## config.mk

```make
export PLATFORM = sky130hd
export DESIGN_NAME = pt100_adc_uart_tx
export DESIGN_NICKNAME = d
export VERILOG_FILES = /design/src/rtl/pt100_adc_uart_tx.sv
export SDC_FILE = /design/constraint.sdc
export NUM_CORES = 1
export LEC_CHECK = 0
export CAP_MARGIN = 10
export CORE_AREA = 2 2 64 60
export DETAILED_ROUTE_END_ITERATION = 10
export DIE_AREA = 0 0 66 62
export PLACE_DENSITY_LB_ADDON = 0.25
export SLEW_MARGIN = 30
export SYNTH_ARGS = -nofsm -noshare
export SYNTH_HDL_FRONTEND = slang
export SYNTH_SLANG_ARGS = --single-unit
```

## constraint.sdc

```tcl
create_clock -name clk -period 5 [get_ports clk]
set_clock_uncertainty 0.15 [all_clocks]
set_input_delay 1 -clock clk [delete_from_list [all_inputs] [get_ports clk]]
set_output_delay 1 -clock clk [all_outputs]
set_load 0.005 [all_outputs]
```

## src/rtl/pt100_adc_uart_tx.sv

```systemverilog
// PT100 sample serializer: two-byte UART packet on tx_o.
// Byte0 = {1, smp[9:3]}, byte1 = {00000, smp[2:0]}.
module pt100_adc_uart_tx #(
  parameter int CLKS_PER_BIT = 5208,
  parameter int STOP_BITS    = 2,
  parameter int GAP_BITS     = 1
) (
  input  logic       clk,
  input  logic       reset,
  input  logic [9:0] sample_i,
  input  logic       sample_valid_i,
  output logic       sample_ready_o,
  output logic       tx_o,
  output logic       busy_o,
  output logic       done_o
);

  localparam int TW = $clog2(CLKS_PER_BIT);
  localparam logic [TW-1:0] T_LAST = TW'(CLKS_PER_BIT - 1);
  localparam logic [3:0] STOP_LAST = 4'(STOP_BITS - 1);
  localparam logic [3:0] GAP_LAST =
    (GAP_BITS > 0) ? 4'(GAP_BITS - 1) : 4'd0;

  localparam logic [2:0] IDLE  = 3'd0;
  localparam logic [2:0] START = 3'd1;
  localparam logic [2:0] DATA  = 3'd2;
  localparam logic [2:0] STOP  = 3'd3;
  localparam logic [2:0] GAP   = 3'd4;

  logic [2:0]    state, state_n;
  logic [TW-1:0] tmr, tmr_n;
  logic [3:0]    cnt, cnt_n;
  logic          byte_sel, byte_sel_n;
  logic [7:0]    sh, sh_n;
  logic [9:0]    smp, smp_n;
  logic          done_n;
  logic          tx_n;
  logic          tick;
  logic          gap_exit;

  assign tick = (tmr == T_LAST);

  // Next-state logic: bit timer, FSM, counters and shift register
  always_comb begin
    state_n    = state;
    tmr_n      = tick ? '0 : tmr + TW'(1);
    cnt_n      = cnt;
    byte_sel_n = byte_sel;
    sh_n       = sh;
    smp_n      = smp;
    done_n     = 1'b0;
    gap_exit   = 1'b0;
    unique case (state)
      IDLE: begin
        tmr_n = '0;
        if (sample_valid_i && sample_ready_o) begin
          smp_n      = sample_i;
          sh_n       = {1'b1, sample_i[9:3]};
          byte_sel_n = 1'b0;
          state_n    = START;
        end
      end
      START: begin
        if (tick) begin
          state_n = DATA;
          cnt_n   = '0;
        end
      end
      DATA: begin
        if (tick) begin
          if (cnt == 4'd7) begin
            state_n = STOP;
            cnt_n   = '0;
          end else begin
            cnt_n = cnt + 4'd1;
            sh_n  = {1'b0, sh[7:1]};
          end
        end
      end
      STOP: begin
        if (tick) begin
          if (cnt == STOP_LAST) begin
            cnt_n = '0;
            if (GAP_BITS == 0) gap_exit = 1'b1;
            else state_n = GAP;
          end else begin
            cnt_n = cnt + 4'd1;
          end
        end
      end
      GAP: begin
        if (tick) begin
          if (cnt == GAP_LAST) gap_exit = 1'b1;
          else cnt_n = cnt + 4'd1;
        end
      end
      default: begin
        state_n = IDLE;
        tmr_n   = '0;
      end
    endcase
    if (gap_exit) begin
      cnt_n = '0;
      if (!byte_sel) begin
        byte_sel_n = 1'b1;
        sh_n       = {5'b00000, smp[2:0]};
        state_n    = START;
      end else begin
        state_n = IDLE;
        done_n  = 1'b1;
      end
    end
  end

  // Line level follows the state being entered, so tx_o is a pure flop
  always_comb begin
    tx_n = 1'b1;
    if (state_n == START) tx_n = 1'b0;
    else if (state_n == DATA) tx_n = sh_n[0];
  end

  // State and output registers
  always_ff @(posedge clk or posedge reset) begin
    if (reset) begin
      state          <= IDLE;
      tmr            <= '0;
      cnt            <= '0;
      byte_sel       <= 1'b0;
      sh             <= '0;
      smp            <= '0;
      tx_o           <= 1'b1;
      sample_ready_o <= 1'b1;
      busy_o         <= 1'b0;
      done_o         <= 1'b0;
    end else begin
      state          <= state_n;
      tmr            <= tmr_n;
      cnt            <= cnt_n;
      byte_sel       <= byte_sel_n;
      sh             <= sh_n;
      smp            <= smp_n;
      tx_o           <= tx_n;
      sample_ready_o <= (state_n == IDLE);
      busy_o         <= (state_n != IDLE);
      done_o         <= done_n;
    end
  end

endmodule

```

# Word level (Yosys, flattened, before mapping)
# Cells that the tools add are included.
# W data, S select, Z words.
dict set report totals {
  reg_bits 36
  inputBits 13
}
dict set report classes {
  addsub 2
  n_eq_ne 14
  mux 37
  reduce_logical 9
}
# operator n
set op_table {}
lappend op_table {{$mux W8} 5}
lappend op_table {{$mux W4} 8}
lappend op_table {{$mux W13} 2}
lappend op_table {{$mux W3} 7}
lappend op_table {{$pmux W4 S4} 1}
lappend op_table {{$pmux W8 S2} 1}
lappend op_table {{$ne A3 B3 Y1 const B} 5}
lappend op_table {{$pmux W3 S5} 1}
lappend op_table {{$add A13 B1 Y13 const B} 1}
lappend op_table {{$eq A13 B13 Y1 const B} 1}
lappend op_table {{$mux W1} 12}
lappend op_table {{$eq A3 B2 Y1 const B} 3}
lappend op_table {{$eq A3 B1 Y1 const B} 2}
lappend op_table {{$logic_not A3 Y1} 2}
lappend op_table {{$reduce_and A6 Y1} 1}
lappend op_table {{$reduce_bool A5 Y1} 1}
lappend op_table {{$add A4 B1 Y4 const B} 1}
lappend op_table {{$eq A4 B1 Y1 const B} 1}
lappend op_table {{$eq A4 B3 Y1 const B} 1}
lappend op_table {{$logic_not A4 Y1} 1}
lappend op_table {{$reduce_or A4 Y1} 1}
lappend op_table {{$eq A3 B3 Y1 const B} 1}
lappend op_table {{$reduce_bool A3 Y1} 1}
lappend op_table {{$reduce_and A2 Y1} 1}
lappend op_table {{$logic_and A1 B1 Y1} 1}

# Depth between registers and ports, before layout
# Gate-level depths: netlist of the first run.
dict set report logic_depth {
  ltp_word 8
  ltp_mapped 8
}

# Least setup slack after synthesis of the first run
# OpenSTA, ideal clock, no wires.
dict set report synth_timing {
  path_type {flip-flop to flip-flop}
  from {register tmr[7]}
  to {register sh[3]}
  setup_time_ns 0.142
  t_arrival_ns 2.039
  path_slack_ns 2.669
  stages_incl_launch_ff 8
  n_path_buf 2
  synth_period_minus_slack_ns 2.331
  cell_sequence {dfrtp_1 or4b_4 or3_1 buf_6 or3_1 buf_6 o21ai_2 a211oi_1}
}
dict set report synth_via {
  elab_chain_cells 5
  elab_cells_between_ends 7
}
# item line
set synth_lines {}
lappend synth_lines {{start: declaration} 31} ;# logic [TW-1:0] tmr, tmr_n;
lappend synth_lines {{start signal: assignment} 137} ;# tmr <= tmr_n;
lappend synth_lines {{$eq A13 B13 Y1 *} 41} ;# assign tick = (tmr == T_LAST);
lappend synth_lines {{$mux W8} 70} ;# if (tick) begin
lappend synth_lines {{$pmux W8 S2} 53} ;# unique case (state)
lappend synth_lines {{$mux W8} 104} ;# if (!byte_sel) begin
lappend synth_lines {{$mux W8 *} 102} ;# if (gap_exit) begin
lappend synth_lines {{net sh_n[3]} 34} ;# logic [7:0] sh, sh_n;
lappend synth_lines {{end signal: assignment} 140} ;# sh <= sh_n;
lappend synth_lines {{end: declaration} 34}
# The timed path passes the listed nets; every way through them passes the cells marked *.
# A chain may end at the register's enable or synchronous reset.

# Worst setup path in the final report of the first run
dict set report layout_timing {
  from {input port sample_valid_i}
  to {register smp[1]}
}
dict set report layout_via {
  elab_chain_cells 2
}
# item line
set layout_lines {}
lappend layout_lines {{start: declaration} 11} ;# input logic sample_valid_i,
lappend layout_lines {{$logic_and A1 B1 Y1} 56} ;# if (sample_valid_i && sample_ready_o) begin
lappend layout_lines {{$reduce_and A2 Y1 (no source line)} --}
lappend layout_lines {{end signal: assignment} 141} ;# smp <= smp_n;
lappend layout_lines {{end: declaration} 35} ;# logic [9:0] smp, smp_n;
# Every way passes these cells.

==> results.md, run 1 <==
- RePlAce Congestion: 0.815
- Cts bufs inserted: 5
- Post-synthesis instance total: 209
- Half-perimeter wire length after placement: 2.88 mm
- Capture endpoint of the worst hold path: tmr[0]$_DFF_PP0_
- Data required time of the worst path: 5.03 ns
- Postcts setup bufs: 0
- Final setup violation count: 0
- Slowest stage cell, crit path: nor4_1
- Area growth from synthesis to layout: 13.9%
- Startpoint of the most critical hold path: tmr[0]$_DFF_PP0_
- Io pins: 17
- Flip-flop and latch count after synthesis: 36
- Chain of cells forming the critical path: clkdlybuf4s50_1, nand2_1, nor4_1, mux2_2
- # H-tree levels: 2
- Most frequent standard cell in the layout excluding fill and tap cells: dfrtp_1
- Die Outline Area: 4090 um2
- Largest net degree at the start of global routing: 37
- Storage element area: 903 um2
- Layout Nets: 242
- Number of logic stages on the critical path including buffering: 4
- Total routing usage reported by global routing: 22.5%
- Violation count after the first detailed-route iteration: 137
- Leakage power of the design: 0.922 nW
- Post-Route WL: 4.09 mm
- Most frequent cells in the layout: 34 x dfrtp_1, 25 x nor2_1, 22 x nand2_1
- Vias per Instance: 5.89
- Most common flop cell mapped by yosys: dfrtp_1
- Number of enable flip-flop cells after synthesis: 0
- Global-route congestion overflow total: 0
- Worst hold path stage count: 1
- Vertical die dimension: 62 um
- Number of antenna violations at the first check in global routing: 0
- Count of instances resized after the clock tree is built: 0
- Data arrival time of the critical path: 2.76 ns
- Final core utilization: 65.0%
- Count of final max-slew check failures: 0
- Hold bufs inserted after CTS: 0
- Synthesized area per cell: 9.61 um2
- Synthesized area: 2010 um2
- Max-Slew Margin vs Limit: 36.7%
- Ratio of total power to cell area: 229 nW/um2
- Share of flip-flops with an asynchronous set or reset: 100%
- Buffer levels on the longest clock path: 2
- Wire per inst: 15.0 um
- Critical Path Sink Type: flip-flop
- Outcome: finished, final reports clean
- DRT Pass-1 Iters: 4
- CP Max Fanout: 6
- Hold Crit Class: reg -> reg
- Root buffer cell: clkbuf_8
- Setup TNS after final layout: 0 ns
- Leading post-synthesis cells by cell area: dfrtp_1 42%, nor2_1 4.7%, nand2_1 4.1%
- Count of unique library cells instantiated by Yosys: 44
- Endpoints failing hold: 0
- Ant diodes: 0
- Count of port buffers added during placement: 16
- Area leader, netlist: dfrtp_1
- Post-synth net total: 226
- Slack of the worst reg-to-reg path: 2.38 ns
- Area of the multi-input gates: 1050 um2
- Post-route fraction of the period consumed by the critical path: 54.5%
- Via Count: 1602
- Reg2Reg Depth: 5
- Clock tree from TritonCTS: yes
- Warnings from Yosys: 0
- Share of post-route cells with drive strength above 1: 11.9%
- Max-Cap Viols: 0
- IR drop worst, VDD: 0.131 mV
- Upper clock frequency limit: 0.367 GHz
- Fillcell total: 289
- Clock edge transition at the registers on the reported setup and hold paths: 0.08 ns
- Final routed DRC violation total: 0
- Delay contributed by the slowest stage of the critical path: 0.74 ns
- Slew of the pin with the lowest slew margin: 0.941 ns
- Core Area: 3520 um2
- Critical path class: in -> reg
- Period minus WS final: 2.72 ns
- Post-synthesis sequential area ratio: 45.0%
- Fraction of post-synthesis cell area in the top cell type by area: 42.4%
- Number of global-route vias before repair: 1544
- Crit Reg-Reg Startpoint: tmr[7]$_DFF_PP0_
- Insertion delay of the later-clocked pin in the worst-skew pair: 0.29 ns
- Sinks on the clock net: 36
- Setup repair after global routing missed its margin: false
- Dominant delay contributor by cell family on the critical path: simple AND/OR/NAND/NOR gates
- Startpoint Class: input pin
- Number of buffer and inverter stages on the critical path: 1
- Initial standard-cell utilization of the core: 57.0%
- Endpoint of the worst register-to-register path: sh[3]$_DFF_PP0_
- Remaining antenna violation count: 0
- Die boundary width: 66 um
- Number of standard-cell rows in the floorplan: 21
- Wire length of the first global-routing pass: 6.79 mm
## flip-flops by register name (all words and copies together) (netlist names)
| register | cells |
|---|---|
| tx_o | 1 |
| byte_sel | 1 |
| state | 3 |
| tmr | 13 |
| done_o | 1 |
| busy_o | 1 |
| sh | 8 |
| cnt | 4 |
| smp | 3 |
| sample_ready_o | 1 |
## area by class of cell
| class | instances | share of cell area [%] |
|---|---|---|
| sequential | 36 | 39.5 |
| inverter | 5 | 0.821 |
| multi-input combinational | 160 | 45.7 |
| clock inverter | 1 | 0.328 |
| timing repair buffer | 17 | 7.33 |
| tap | 46 | 2.52 |
| clock buffer | 7 | 3.77 |
## cell families (layout without fill, tap and decap cells)
kind of cell / count (synthesis) / in the layout / share of synthesized area, %
compound gates: 32 / 32 / 11.6
xor+xnor: 12 / 12 / 5.23
buf+inv: 13 / 30 / 3.18
mux: 11 / 11 / 5.79
flops: 36 / 36 / 45.0
simple gates: 101 / 101 / 26.7
fa+ha+maj: 4 / 4 / 2.49
## cells in the mapped netlist (3+ instances only)
library cell,number
xor2_1,7
clkbuf_1,4
nor3b_1,3
o22a_1,4
xnor2_1,5
a211oi_1,7
nand3_1,14
nor3_1,9
nor2_1,25
nand2_1,22
ha_1,4
and3_1,3
dfrtp_1,34
inv_1,5
mux2_2,5
o21ai_2,4
nand2b_1,3
a21oi_1,6
nor2_2,3
mux2i_1,6
nor4_1,5
## worst max-delay path by stage
stage	from	end	slack (ns)
final	sample_valid_i	smp[1]$_DFFE_PP0P_	2.28
after floorplan	tmr[7]$_DFF_PP0_	sh[3]$_DFF_PP0_	2.67
after detailed placement	sample_valid_i	smp[1]$_DFFE_PP0P_	1.98
after global placement	sample_valid_i	smp[2]$_DFFE_PP0P_	2.06
after global routing	sample_valid_i	smp[0]$_DFFE_PP0P_	2.19
after CTS	sample_valid_i	smp[1]$_DFFE_PP0P_	2.28
## per-layer routing
metal | track usage [%] | wire length (um) | up-vias
met5 | 0 | 0 | -
met4 | 9.62 | 65 | 0
met3 | 4.50 | 137 | 6
met2 | 40.7 | 2020 | 37
met1 | 26.7 | 1870 | 781
li1 | - | - | 778
## power breakdown
part           leakage (nW)  total (W)  internal, W  switching, W
registers             0.450   0.000291     0.000291             0
logic                 0.428  0.0000159   0.00000889    0.00000705
clock network        0.0445   0.000217     0.000112      0.000105
## through the flow
stage | std cells | worst slack, ns | hold WS (ns) | power (W) | area (um2)
after floorplan | 209 | 2.67 | 0.305 | 0.000301 | 2010
after global placement | 264 | 2.06 | 0.330 | 0.000313 | 2190
after detailed placement | 264 | 1.98 | 0.330 | 0.000313 | 2190
after CTS | 272 | 2.28 | 0.339 | 0.000528 | 2290
after global routing | 272 | 2.19 | 0.378 | 0.000545 | 2290
final | 272 | 2.28 | 0.338 | 0.000524 | 2290
No activity file was read; power rests on OpenSTA's default activity.
==> run 2: changes to the inputs <==
--- a/config.mk
+++ b/config.mk
@@ -6,9 +6,9 @@
 export NUM_CORES = 1
 export LEC_CHECK = 0
 export CAP_MARGIN = 10
-export CORE_AREA = 2 2 64 60
+export CORE_AREA = 2 2 66 62
 export DETAILED_ROUTE_END_ITERATION = 10
-export DIE_AREA = 0 0 66 62
+export DIE_AREA = 0 0 68 64
 export PLACE_DENSITY_LB_ADDON = 0.25
 export SLEW_MARGIN = 30
 export SYNTH_ARGS = -nofsm -noshare
==> constraint.sdc (replaced) <==
create_clock -name clk -period 2.8 [get_ports clk]
set_clock_uncertainty 0.15 [all_clocks]
set_input_delay 0.56 -clock clk [delete_from_list [all_inputs] [get_ports clk]]
set_output_delay 0.56 -clock clk [all_outputs]
set_load 0.005 [all_outputs]
==> run 2 against run 1 <==
Net effect: final area rose by 1.6%; worst hold slack improved by 0.0048 ns; via count rose by 0.25%; critical path depth rose by 1; count of clock-buffer cells in the layout rose by 1; power rose by 77%; die area rose by 6.4%; highest routed layer unchanged.
==> results.md, run 2 (same netlist as run 1, synthesis figures left out) <==
- Outcome: finished, final reports clean
- Reg2Reg Depth: 5 (unchanged)
- Remaining antenna violation count: 0 (unchanged)
- Hold Crit Class: reg -> reg
- Sinks on the clock net: 36 (unchanged)
- Slew of the pin with the lowest slew margin: 0.610 ns (-0.332 ns)
- Area growth from synthesis to layout: 15.7%
- Largest net degree at the start of global routing: 37 (unchanged)
- Count of port buffers added during placement: 16 (unchanged)
- Post-route fraction of the period consumed by the critical path: 86.2%
- Setup TNS after final layout: 0 ns (unchanged)
- IR drop worst, VDD: 0.265 mV (+100%)
- Total power: 0.000927 W (+77%)
- Number of global-route vias before repair: 1646 (+6.6%)
- Setup repair after global routing missed its margin: false
- Post-Route WL: 4.17 mm (+2.0%)
- Endpoints failing hold: 0 (unchanged)
- Number of standard-cell rows in the floorplan: 21 (unchanged)
- Most frequent cells in the layout: 34 x dfrtp_1, 25 x nor2_1, 22 x nand2_1
- Final setup violation count: 0 (unchanged)
- Most frequent standard cell in the layout excluding fill and tap cells: dfrtp_1
- Register name with the most flops: tmr
- Data arrival time of the critical path: 2.43 ns (-0.33 ns)
- Upper clock frequency limit: 0.414 GHz
- Vias per Instance: 5.78 (-1.9%)
- Worst-case hold slack: 0.343 ns (+0.00480 ns)
- Layout Nets: 248 (+2.5%)
- CP Max Fanout: 8 (+2)
- Period minus WS final: 2.41 ns
- Root buffer cell: clkbuf_8
- Leakage power of the design: 0.955 nW (+3.5%)
- Buffer levels on the longest clock path: 2 (unchanged)
- Largest register FFs: 13 (unchanged)
- Clock edge transition at the registers on the reported setup and hold paths: 0.07 ns (about the same)
- Initial standard-cell utilization of the core: 55.4% (-1.7 points)
- Final routed DRC violation total: 0 (unchanged)
- Share of post-route cells with drive strength above 1: 13.4% (+1.4 points)
- Die Outline Area: 4350 um2 (+6.4%)
- Ratio of total power to cell area: 399 nW/um2 (+74%)
- Ant diodes: 0 (unchanged)
- Clock tree from TritonCTS: yes
- Max-Slew Margin vs Limit: 59.2% (+23 points)
- Postcts setup bufs: 0 (unchanged)
- Insertion delay of the later-clocked pin in the worst-skew pair: 0.29 ns (about the same)
- Global-route congestion overflow total: 0 (unchanged)
- Worst hold path stage count: 1 (unchanged)
- Critical path class: reg -> reg
- Half-perimeter wire length after placement: 3.04 mm (+5.4%)
- Hold bufs inserted after CTS: 0 (unchanged)
- Core Area: 3630 um2 (+3.0%)
- RePlAce Congestion: 0.893 (+9.5%)
- Largest registers: tmr: 13 flops, sh: 8 flops, cnt: 4 flops
- Max-Cap Viols: 0 (unchanged)
- Count of instances resized after the clock tree is built: 0 (unchanged)
- Total routing usage reported by global routing: 21.8% (-0.74 points)
- Die boundary width: 68 um (+3.0%)
- Number of antenna violations at the first check in global routing: 0 (unchanged)
- DRT Pass-1 Iters: 4 (unchanged)
- Data required time of the worst path: 2.82 ns (-2.21 ns)
- Via Count: 1606 (+0.25%)
- Wire per inst: 15.0 um (-0.20%)
- Count of final max-slew check failures: 0 (unchanged)
- Violation count after the first detailed-route iteration: 78 (-43%)
- Critical Path Sink Type: flip-flop
- # H-tree levels: 2 (unchanged)
- Vertical die dimension: 64 um (+3.2%)
- Io pins: 17 (unchanged)
- Cts bufs inserted: 5 (unchanged)
- Startpoint Class: flip-flop
- Wire length of the first global-routing pass: 7.09 mm (+4.4%)
==> run 2: changes by cell type in the layout (fill, tap and decap cells not counted), sizes merged <==
cell	previous run	this run
buf	1	7
clkbuf	7	8
clkinvlp	1	0
==> run 2: per-layer routing <==
layer	up-vias	global-route usage [%]	wire (um)
li1	789	-	-
met1	787	25.7	1800
met2	20	37.1	2150
met3	10	4.93	132
met4	0	9.25	87
met5	-	0	0
==> run 2: area by class of cell <==
class | count | area [um2]
sequential | 36 | 903
multi-input combinational | 160 | 1040
timing repair buffer | 23 | 213
fill | 303 | 1300
inverter | 5 | 18.8
clock buffer | 8 | 90.1
tap | 46 | 57.6
==> run 2: power by group <==
group | switching (W) | internal (W) | leakage, nW
logic | 0.0000122 | 0.0000158 | 0.459
registers | 0 | 0.000520 | 0.450
clock network | 0.000178 | 0.000200 | 0.0455
total | 0.000190 | 0.000736 | 0.955
==> run 2: stage by stage <==
| step | cell area [um2] | utilization (%) | instances | setup slack [ns] |
|---|---|---|---|---|
| after detailed placement | 2230 | 61.6 | 270 | 0.385 |
| after CTS | 2320 | 64.1 | 278 | 0.384 |
| after global routing | 2320 | 64.1 | 278 | 0.291 |
| after global placement | 2230 | 61.6 | 270 | 0.461 |
| after floorplan | 2010 | - | 209 | 0.469 |
| final | 2320 | 64.1 | 278 | 0.387 |
==> run 2: critical path, cell delays in order (launching register included) <==
cell     delay (ns)
dfrtp_1        0.43
or4b_4         0.59
or3_1          0.36
or3_1          0.55
nor2_2         0.15
a21oi_1        0.06
==> run 2: path summary, 6_finish.rpt <==
path / from / end / slack (ns)
worst max-delay path: tmr[7]$_DFF_PP0_ / sh[2]$_DFF_PP0_ / 0.39
worst min-delay path: tmr[0]$_DFF_PP0_ / tmr[0]$_DFF_PP0_ / 0.34
worst max register to register: tmr[7]$_DFF_PP0_ / sh[2]$_DFF_PP0_ / 0.39
worst min register to register: tmr[0]$_DFF_PP0_ / tmr[0]$_DFF_PP0_ / 0.34
max in group asynchronous: reset / tx_o$_DFF_PP1_ / 1.63
min in group asynchronous: reset / tmr[11]$_DFF_PP0_ / 0.53
